<file path="src/rtl/driver_config_sequencer.sv">
// Function-control configuration sequencer for a daisy-chain of LED drivers.
// Writes FCWRTEN then the FC word into every driver, then hands the lines to the streaming controller.
module driver_config_sequencer #(
    parameter int DATA_WIDTH  = 48,
    parameter int NB_DRIVERS  = 2,
    parameter int FCWRTEN_LEN = 15,
    parameter int WRTFC_LEN   = 5
) (
    input  logic                  clk,
    input  logic                  nrst,
    input  logic                  cfg_start,
    input  logic [DATA_WIDTH-1:0] cfg_data,
    input  logic                  stream_sin,
    input  logic                  stream_lat,
    input  logic                  stream_sclk,
    output logic                  sin,
    output logic                  lat,
    output logic                  sclk,
    output logic                  stream_nrst,
    output logic                  busy,
    output logic                  done
);

    localparam int SHIFT_LEN = NB_DRIVERS * DATA_WIDTH;
    localparam int SH_W      = (SHIFT_LEN > 1) ? $clog2(SHIFT_LEN) : 1;
    localparam int BIT_W     = (DATA_WIDTH > 1) ? $clog2(DATA_WIDTH) : 1;
    localparam int GAP_A_LEN = 4;
    localparam int PH_MAX    = (FCWRTEN_LEN > GAP_A_LEN) ? FCWRTEN_LEN : GAP_A_LEN;
    localparam int PH_W      = $clog2(PH_MAX);
    localparam int LAT_FROM  = SHIFT_LEN - WRTFC_LEN;

    localparam logic [2:0] ST_IDLE    = 3'd0;
    localparam logic [2:0] ST_GAP_A   = 3'd1;
    localparam logic [2:0] ST_FCWRTEN = 3'd2;
    localparam logic [2:0] ST_GAP_B   = 3'd3;
    localparam logic [2:0] ST_SHIFT   = 3'd4;
    localparam logic [2:0] ST_DONE    = 3'd5;
    localparam logic [2:0] ST_STREAM  = 3'd6;

    logic [2:0]            state_q,     state_d;
    logic [PH_W-1:0]       ph_cnt_q,    ph_cnt_d;
    logic [SH_W-1:0]       shift_cnt_q, shift_cnt_d;
    logic [BIT_W-1:0]      bit_idx_q,   bit_idx_d;
    logic [DATA_WIDTH-1:0] word_q,      word_d;
    logic                  sin_q,       sin_d;
    logic                  lat_q,       lat_d;
    logic                  sclk_en_q,   sclk_en_d;
    logic                  busy_q,      busy_d;
    logic                  done_q,      done_d;
    logic                  pass_s;

    // Sequencing: phase lengths, bit position and word capture.
    always_comb begin
        state_d     = state_q;
        ph_cnt_d    = ph_cnt_q;
        shift_cnt_d = shift_cnt_q;
        bit_idx_d   = bit_idx_q;
        word_d      = word_q;
        case (state_q)
            ST_IDLE: begin
                state_d  = ST_GAP_A;
                ph_cnt_d = {PH_W{1'b0}};
                word_d   = cfg_data;
            end
            ST_GAP_A: begin
                if (ph_cnt_q == PH_W'(GAP_A_LEN - 1)) begin
                    state_d  = ST_FCWRTEN;
                    ph_cnt_d = {PH_W{1'b0}};
                end else begin
                    ph_cnt_d = ph_cnt_q + PH_W'(1);
                end
            end
            ST_FCWRTEN: begin
                if (ph_cnt_q == PH_W'(FCWRTEN_LEN - 1)) begin
                    state_d  = ST_GAP_B;
                    ph_cnt_d = {PH_W{1'b0}};
                end else begin
                    ph_cnt_d = ph_cnt_q + PH_W'(1);
                end
            end
            ST_GAP_B: begin
                state_d     = ST_SHIFT;
                shift_cnt_d = {SH_W{1'b0}};
                bit_idx_d   = {BIT_W{1'b0}};
            end
            ST_SHIFT: begin
                if (shift_cnt_q == SH_W'(SHIFT_LEN - 1)) begin
                    state_d = ST_DONE;
                end else begin
                    shift_cnt_d = shift_cnt_q + SH_W'(1);
                    // Every driver receives the same word, so the bit index restarts per driver.
                    if (bit_idx_q == BIT_W'(DATA_WIDTH - 1)) begin
                        bit_idx_d = {BIT_W{1'b0}};
                    end else begin
                        bit_idx_d = bit_idx_q + BIT_W'(1);
                    end
                end
            end
            ST_DONE: begin
                state_d = ST_STREAM;
            end
            ST_STREAM: begin
                if (cfg_start) begin
                    state_d  = ST_GAP_A;
                    ph_cnt_d = {PH_W{1'b0}};
                    word_d   = cfg_data;
                end else begin
                    state_d = ST_STREAM;
                end
            end
            default: begin
                state_d = ST_IDLE;
            end
        endcase
    end

    // Line values for the state being entered, so the registers line up with the state.
    always_comb begin
        sin_d     = 1'b0;
        lat_d     = 1'b0;
        sclk_en_d = 1'b0;
        busy_d    = 1'b1;
        done_d    = 1'b0;
        case (state_d)
            ST_FCWRTEN: begin
                lat_d     = 1'b1;
                sclk_en_d = 1'b1;
            end
            ST_SHIFT: begin
                sclk_en_d = 1'b1;
                sin_d     = word_d[BIT_W'(DATA_WIDTH - 1) - bit_idx_d];
                lat_d     = (shift_cnt_d >= SH_W'(LAT_FROM)) ? 1'b1 : 1'b0;
            end
            ST_DONE: begin
                done_d = 1'b1;
            end
            ST_STREAM: begin
                busy_d = 1'b0;
            end
            default: begin
                busy_d = 1'b1;
            end
        endcase
    end

    // State, counters, captured word and registered line drivers.
    always_ff @(posedge clk or negedge nrst) begin
        if (!nrst) begin
            state_q     <= ST_IDLE;
            ph_cnt_q    <= {PH_W{1'b0}};
            shift_cnt_q <= {SH_W{1'b0}};
            bit_idx_q   <= {BIT_W{1'b0}};
            word_q      <= {DATA_WIDTH{1'b0}};
            sin_q       <= 1'b0;
            lat_q       <= 1'b0;
            sclk_en_q   <= 1'b0;
            busy_q      <= 1'b1;
            done_q      <= 1'b0;
        end else begin
            state_q     <= state_d;
            ph_cnt_q    <= ph_cnt_d;
            shift_cnt_q <= shift_cnt_d;
            bit_idx_q   <= bit_idx_d;
            word_q      <= word_d;
            sin_q       <= sin_d;
            lat_q       <= lat_d;
            sclk_en_q   <= sclk_en_d;
            busy_q      <= busy_d;
            done_q      <= done_d;
        end
    end

    // A restart request takes the lines back in the very cycle it arrives.
    assign pass_s      = (state_q == ST_STREAM) && !cfg_start;
    assign stream_nrst = pass_s;
    assign sin         = pass_s ? stream_sin  : sin_q;
    assign lat         = pass_s ? stream_lat  : lat_q;
    assign sclk        = pass_s ? stream_sclk : (clk & sclk_en_q);
    assign busy        = busy_q;
    assign done        = done_q;

endmodule

</file>
<file path="config.mk">
export PLATFORM = sky130hd
export DESIGN_NAME = driver_config_sequencer
export DESIGN_NICKNAME = d
export VERILOG_FILES = /design/src/rtl/driver_config_sequencer.sv
export SDC_FILE = /design/constraint.sdc
export NUM_CORES = 1
export LEC_CHECK = 0
export CAP_MARGIN = 20
export CORE_MARGIN = 3
export CORE_UTILIZATION = 51
export DETAILED_ROUTE_END_ITERATION = 7
export DONT_BUFFER_PORTS = 1
export PLACE_DENSITY = 0.68
export SKIP_CTS_REPAIR_TIMING = 1
export SKIP_LAST_GASP = 1
export SLEW_MARGIN = 15
export SYNTH_ARGS = -nofsm -noshare
export SYNTH_HDL_FRONTEND = slang
export SYNTH_SLANG_ARGS = --single-unit
export TNS_END_PERCENT = 50
</file>
<file path="constraint.sdc">
create_clock -name clk -period 5.3 [get_ports clk]
set_clock_uncertainty 0.15 [all_clocks]
set_input_delay 1.325 -clock clk [delete_from_list [all_inputs] [get_ports clk]]
set_output_delay 1.325 -clock clk [all_outputs]
set_load 0.01 [all_outputs]
</file>
**After elaboration in Yosys (flattened, before gate mapping)**

Cells that the tools add are included.

- Equality and inequality tests: 15
- Bitwise gates (word level): 1
- Order comparisons: 2
- $add $sub $neg: 4
- Reductions and logical operators: 6
- Multiplexer cells: 27

Operator list:

| kind | number |
|---|---|
| one-hot mux 48 bit (2 select lines) | 1 |
| two-way mux 48 bit | 1 |
| one-hot mux 3 bit (7 select lines) | 1 |
| equality test 3 bit, second input constant | 6 |
| one-hot mux 4 bit (4 select lines) | 1 |
| one-hot mux 7 bit (2 select lines) | 1 |
| two-way mux 3 bit | 4 |
| two-way mux 4 bit | 3 |
| two-way mux 6 bit | 2 |
| one-hot mux 6 bit (2 select lines) | 1 |
| equality test 3 x 2 -> 1 bit, second input constant | 3 |
| two-way mux 1 bit | 9 |
| adder 7 x 1 -> 7 bit, second input constant | 1 |
| equality test 7 bit, second input constant | 1 |
| greater-or-equal comparator 7 bit, second input constant | 1 |
| < comparator 6 x 7 -> 1 bit, second input constant | 1 |
| two-way mux 7 bit | 1 |
| adder 6 x 1 -> 6 bit, second input constant | 1 |
| binary-select mux 1 bit (select 6 bit) | 1 |
| equality test 6 bit, second input constant | 1 |
| subtractor 6 bit, first input constant | 1 |
| adder 4 x 1 -> 4 bit, second input constant | 1 |
| equality test 4 x 2 -> 1 bit, second input constant | 1 |
| equality test 4 bit, second input constant | 1 |
| other kinds (10) | 10 |

- Register bits after elaboration: 73
- Output and inout port bits: 6
- Bits of input ports: 54
- Word-level logic and storage cells: 65

**Depth between registers and ports, before layout**

Gate-level depths: netlist (run 1).

- Depth in word-level cells: 8
- Depth in mapped cells: 11

==> metrics.yaml, run 1 <==
setup_path:
  startpoint_type: "clock port"
  critPathMaxFanout: 2
  arrival_ns: 3.06
  worst-setup-path-type: "clk -> out"
  cp.required_ns: 3.83
  crit_path_end_kind: "output port"
power:
  seqPwrFrac_pct: 53.7
  power_switching_mw: 0.253
  pwr-share-comb_pct: 3.7
  intPower_mw: 0.835
  switching_share_pct: 23.2
  p_leak_nw: 1.87
  pwr_density_cell_nw_per_um2: 251
  peakVddDrop_mv: 0.194
  power_frac_clock_pct: 42.7
routing:
  wirelength_mm: 8.64
  met3RoutedLength_um: 720
  vias_per_cell: 5.83
  met2WireLength_mm: 4.04
  top_layer: "met4"
  wl_per_cell_um: 16.8
  dr.pass1.iters: 4
  ant_nets: 0
  wl_met1_mm: 3.76
  num_vias: 2995
  drtIter0Drc: 125
  drc: 0
yosys:
  seq_area_frac_synth_pct: 45.1
  ys_seq_elements: 73
  synth_cells: 411
  yosys-top-cells-area: "dfrtp_1, nand2_1, mux4_2, mux2_2, mux2i_1"
  syn_area_um2: 4060
  synth.distinct_cells: 62
  yosysWarnings: 0
  synth_async_sr_flop_share_pct: 100
  yosys_most_used_dff: "dfrtp_1"
  yosysTopAreaCellShare_pct: 44.4
  yosysTopAreaCell: "dfrtp_1"
  synth.avg_cell_area_um2: 9.87
  synth_nets: 469
  synth_edf_count: 0
global_route:
  grt_use_total_pct: 20.9
  overflow: 0
  grt_pass1_wl_mm: 14.3
  grt_max_degree: 74
  grt_pass1_vias: 2997
  antenna_found_initial: 0
timing:
  hold_viol: 0
  setup_viol: 0
  setup_tns_ns: 0
  slew_viol_final: 0
  tightest_slew_ns: 0.924
  max-slew-margin-rel_pct: 37.1
  rsz0062_at_grt: "no"
floorplanning:
  ios: 60
  die_h_um: 95.2
  rows: 31
  start_util_pct: 54.2
  dieArea_um2: 9060
  die_w_um: 95.2
  core_um2: 7490
placed_design:
  hpwlAfterDp_mm: 6.08
  place_area_um2: 4110
  gp_congestion: 0.857
  io_buffers: 0
layout:
  final_area_um2: 4330
  fin_nets: 468
  antenna_cells: 0
  final_cell_mix: "nand2_1, dfrtp_1, mux2_2"
  final_common_cell: "nand2_1"
  area_growth_syn_to_layout_pct: 6.79
  utilization_pct: 57.9
  drive_gt1_share_pct: 17.1
clock_tree:
  clkTransAtPathRegs_ns: 0.08
  tritoncts: "yes"
  clk_latency_ns: 0.46
run:
  maxCapViolCount: 0
hold_path:
  hold_class: "reg -> reg"
outcome:
  outcome: "complete, no violations"
==> path summary, 6_finish.rpt <==
path / startpoint / to / slack (ns) / cells after the start
max: clk / sclk / 0.77 / 4
min: word_q[4]$_DFF_PN0_ / word_q[4]$_DFF_PN0_ / 0.32 / 2
max reg2reg: state_q[2]$_DFF_PN0_ / sin_q$_DFF_PN0_ / 1.57 / 9
min reg2reg: word_q[4]$_DFF_PN0_ / word_q[4]$_DFF_PN0_ / 0.32 / 2
max in group asynchronous: nrst / busy$_DFF_PN1_ / 4.41 / 0
min in group asynchronous: nrst / word_q[2]$_DFF_PN0_ / 0.41 / 0
==> synthesized netlist by cell type (all sizes together), types with 4 or more instances <==
cell and count:
a21oi 17, inv 9, nor2 17, o21ai 14
dfrtp 72, nand3 11, nor3 12, and3 6
clkbuf 7, mux2 20, nand2b 5, mux4 14
o22ai 5, mux2i 12, ha 4, buf 13
nand2 125
==> state kept, by name (all words and copies together), names as in the netlist <==
name / count
sclk_en_q: 1
bit_idx_q: 6
lat_q: 1
state_q: 3
done: 1
sin_q: 1
busy: 1
word_q: 48
shift_cnt_q: 7
ph_cnt_q: 4
==> worst max-delay path: stages <==
cell and delay (ns):
clkbuf_8 0.11, clkbuf_8 0.12, nand2_1 0.05, o21ai_0 0.13
==> layer usage <==
layer / up-vias / track usage [%]
met1: 1424 / 25.9
met4: 0 / 9.01
met2: 102 / 31.5
met3: 12 / 9.31
met5: - / 0
li1: 1457 / -
==> cell type report <==
cell class | count | area, µm²
flip-flops and latches | 73 | 1830
repair buffers | 5 | 37.5
fillers | 620 | 3150
clock buffers | 14 | 183
clock inverters | 5 | 40.0
inverters | 9 | 33.8
multi-input cells | 309 | 2090
well taps | 99 | 124
==> cells by family (layout without fill, tap and decap cells) <==
logic type | after synthesis | after routing | synth area share, %
flip-flops | 73 | 73 | 45.1
AND/OR/NAND/NOR | 190 | 190 | 20.7
AO/OA/AOI/OAI | 69 | 69 | 12.6
adder cells (fa/ha/maj) | 4 | 4 | 1.23
multiplexers | 46 | 46 | 16.4
buffers and inverters | 29 | 33 | 4.01
==> power by group through the flow <==
stage	registers [mW]	clock network [mW]	logic [mW]
2_1_floorplan	0.592	0.0106	0.0340
3_3_place_gp	0.594	0.0106	0.0384
3_5_place_dp	0.595	0.0106	0.0401
4_1_cts	0.584	0.481	0.0402
5_1_grt	0.586	0.508	0.0453
6_report	0.584	0.464	0.0400
==> stage by stage <==
stage          hold slack [ns]  setup slack (ns)  total power, mW  instances
2_1_floorplan            0.287              1.01            0.637        411
3_3_place_gp             0.301              1.01            0.643        495
3_5_place_dp             0.304              1.01            0.645        495
4_1_cts                  0.325             0.757             1.10        514
5_1_grt                  0.343             0.738             1.14        514
6_report                 0.324             0.770             1.09        514
Power figures use the tool's default switching activity.
==> run 2: changes to the inputs <==
--- a/constraint.sdc
+++ b/constraint.sdc
@@ -3,3 +3,3 @@
 set_input_delay 1.325 -clock clk [delete_from_list [all_inputs] [get_ports clk]]
 set_output_delay 1.325 -clock clk [all_outputs]
-set_load 0.01 [all_outputs]
+set_load 0.05 [all_outputs]
==> run 2 against run 1 <==
  * The flow now finishes with violations (max-capacitance violations)
  * Sequential cell count unchanged
  * Die area stayed put
  * Combinational power increased by 3%
==> metrics.yaml, run 2 (synthesized netlist as in run 1, its figures left out) <==
layout:
  antenna_cells: 0  # unchanged
  final_cell_mix: "nand2_1, dfrtp_1, mux2_2"  # unchanged
  area_growth_syn_to_layout_pct: 7.25  # was 6.79%
  drive_gt1_share_pct: 17.8  # was 17.1%
  largest_reg_flops: 48  # unchanged
  final_area_um2: 4350  # was 4330 µm²
  final-seq-area_um2: 1830  # unchanged
  fin_nets: 469  # was 468
  multi_input_area_um2: 2090  # about the same
  regMostFlops: "word_q"  # unchanged
  reg.largest.list: "word_q (48), shift_cnt_q (7), bit_idx_q (6)"  # unchanged
  fillCellCount: 642  # was 620
  final_common_cell: "nand2_1"  # unchanged
timing:
  tightest_slew_ns: 1.48  # was 0.924 ns
  setup_ws_ns: 0.416  # was 0.770 ns
  rsz0062_at_grt: "no"  # unchanged
  hold_viol: 0  # unchanged
  max-slew-margin-rel_pct: 0.205  # was 37.1%
  setup_tns_ns: 0  # unchanged
  slew_viol_final: 0  # unchanged
  setup_viol: 0  # unchanged
routing:
  wl_per_cell_um: 16.5  # was 16.8 µm
  drc: 0  # unchanged
  dr.pass1.iters: 4  # unchanged
  num_vias: 3016  # was 2995
  vias_per_cell: 5.86  # was 5.83
  drtIter0Drc: 164  # was 125
  wirelength_mm: 8.48  # was 8.64 mm
  ant_nets: 0  # unchanged
setup_path:
  arrival_ns: 3.41  # was 3.06 ns
  worst-setup-path-type: "clk -> out"  # unchanged
  path_buf_inv: 2  # unchanged
  crit_path_end_kind: "output port"  # unchanged
  path_cells: "clkbuf_8 -> clkbuf_8 -> nand2_1 -> o21ai_0"  # unchanged
  r2r-end: "sin_q$_DFF_PN0_"  # unchanged
  slowest_stage: "o21ai_0"  # unchanged
  cpMostUsedCell: "clkbuf_8"  # unchanged
  rrSetupSlack_ns: 1.67  # was 1.57 ns
  reg2reg_depth: 9  # unchanged
  cpPeakStageDelay_ns: 0.48  # was 0.13 ns
  cp_top_family: "compound AO/OA/AOI/OAI gates"  # was buffers and inverters
  critPathMaxFanout: 2  # unchanged
  cp.required_ns: 3.83  # about the same
  startpoint_type: "clock port"  # unchanged
  r2r-start: "state_q[2]$_DFF_PN0_"  # unchanged
floorplanning:
  die_h_um: 95.2  # unchanged
  die_w_um: 95.2  # unchanged
  start_util_pct: 54.2  # unchanged
  dieArea_um2: 9060  # unchanged
  ios: 60  # unchanged
  rows: 31  # unchanged
  core_um2: 7490  # unchanged
global_route:
  antenna_found_initial: 0  # unchanged
  overflow: 0  # unchanged
  grt_max_degree: 74  # unchanged
  grt_pass1_vias: 3050  # was 2997
  grt_use_total_pct: 21.2  # was 20.9%
  grt_pass1_wl_mm: 14.5  # was 14.3 mm
outcome:
  outcome: "finished, violations left"  # was complete, no violations
  violations: "max-capacitance violations"
hold_path:
  whs_endpoint: "word_q[4]$_DFF_PN0_"  # unchanged
  hold_class: "reg -> reg"  # unchanged
  hold_start: "word_q[4]$_DFF_PN0_"  # unchanged
  worstHoldPathCells: 2  # unchanged
placed_design:
  place_area_um2: 4120  # was 4110 µm²
  preCtsSetupSlack_ns: 0.670  # was 1.01 ns
  io_buffers: 0  # unchanged
  hpwlAfterDp_mm: 5.93  # was 6.08 mm
  gp_congestion: 0.838  # was 0.857
clock_tree:
  clk_latency_ns: 0.45  # was 0.46 ns
  clkTransAtPathRegs_ns: 0.09  # was 0.08 ns
  tritoncts: "yes"  # unchanged
power:
  peakVddDrop_mv: 0.165  # was 0.194 mV
  pwr_density_cell_nw_per_um2: 260  # was 251 nW/µm²
  p_leak_nw: 1.88  # was 1.87 nW
run:
  maxCapViolCount: 1  # was 0
run 2: changes by cell type in the layout (fill, tap and decap cells not counted), sizes merged:
cell,delta
clkinvlp,-1
buf,+1
clkbuf,-1
inv,+1
clkinv,+1
run 2: layout make-up:
| class | instances | share of cell area [%] |
|---|---|---|
| clock inverter | 6 | 1.15 |
| inverter | 9 | 0.777 |
| clock buffer | 13 | 4.11 |
| tap | 99 | 2.85 |
| multi-input combinational | 309 | 48.1 |
| sequential | 73 | 42.0 |
| timing repair buffer | 6 | 1.04 |
run 2: metal layers:
| layer | global-route usage [%] | vias to the layer above | routed length (µm) |
|---|---|---|---|
| met1 | 26.7 | 1464 | 3640 |
| met5 | 0 | - | 0 |
| li1 | - | 1461 | - |
| met4 | 7.57 | 0 | 91 |
| met2 | 32.1 | 82 | 3990 |
| met3 | 9.87 | 9 | 758 |
run 2: worst min-delay path, stage by stage (launching register included):
cell     delay, ns
dfrtp_1       0.34
nand2_1       0.05
nand2_1       0.06
run 2: through the flow:
step                util, %  std cells  power, mW  hold WS (ns)
floorplan                 -        411      0.662         0.287
global placement       55.1        496      0.668         0.299
detailed placement     55.1        496      0.671         0.304
CTS                    58.1        515       1.14         0.325
global route           58.1        515       1.18         0.351
finish                 58.1        515       1.13         0.323
run 2: worst max path at each step:
stage                          from    to  cells after the start
final                           clk  sclk                      4
after global routing            clk  sclk                      4
after floorplan           cfg_start  sclk                      2
after global placement          clk  sclk                      2
after detailed placement        clk  sclk                      2
after CTS                       clk  sclk                      4
run 2: report_power, final:
part	total [mW]	switching [mW]	internal [mW]
registers	0.583	0.00806	0.575
logic	0.0412	0.0177	0.0234
clock network	0.505	0.266	0.239
==> run 3: changes to the inputs <==
- TNS_END_PERCENT: 50 -> default
==> results of run 3 <==
Final layout, timing and power as in run 2 (identical DEF).
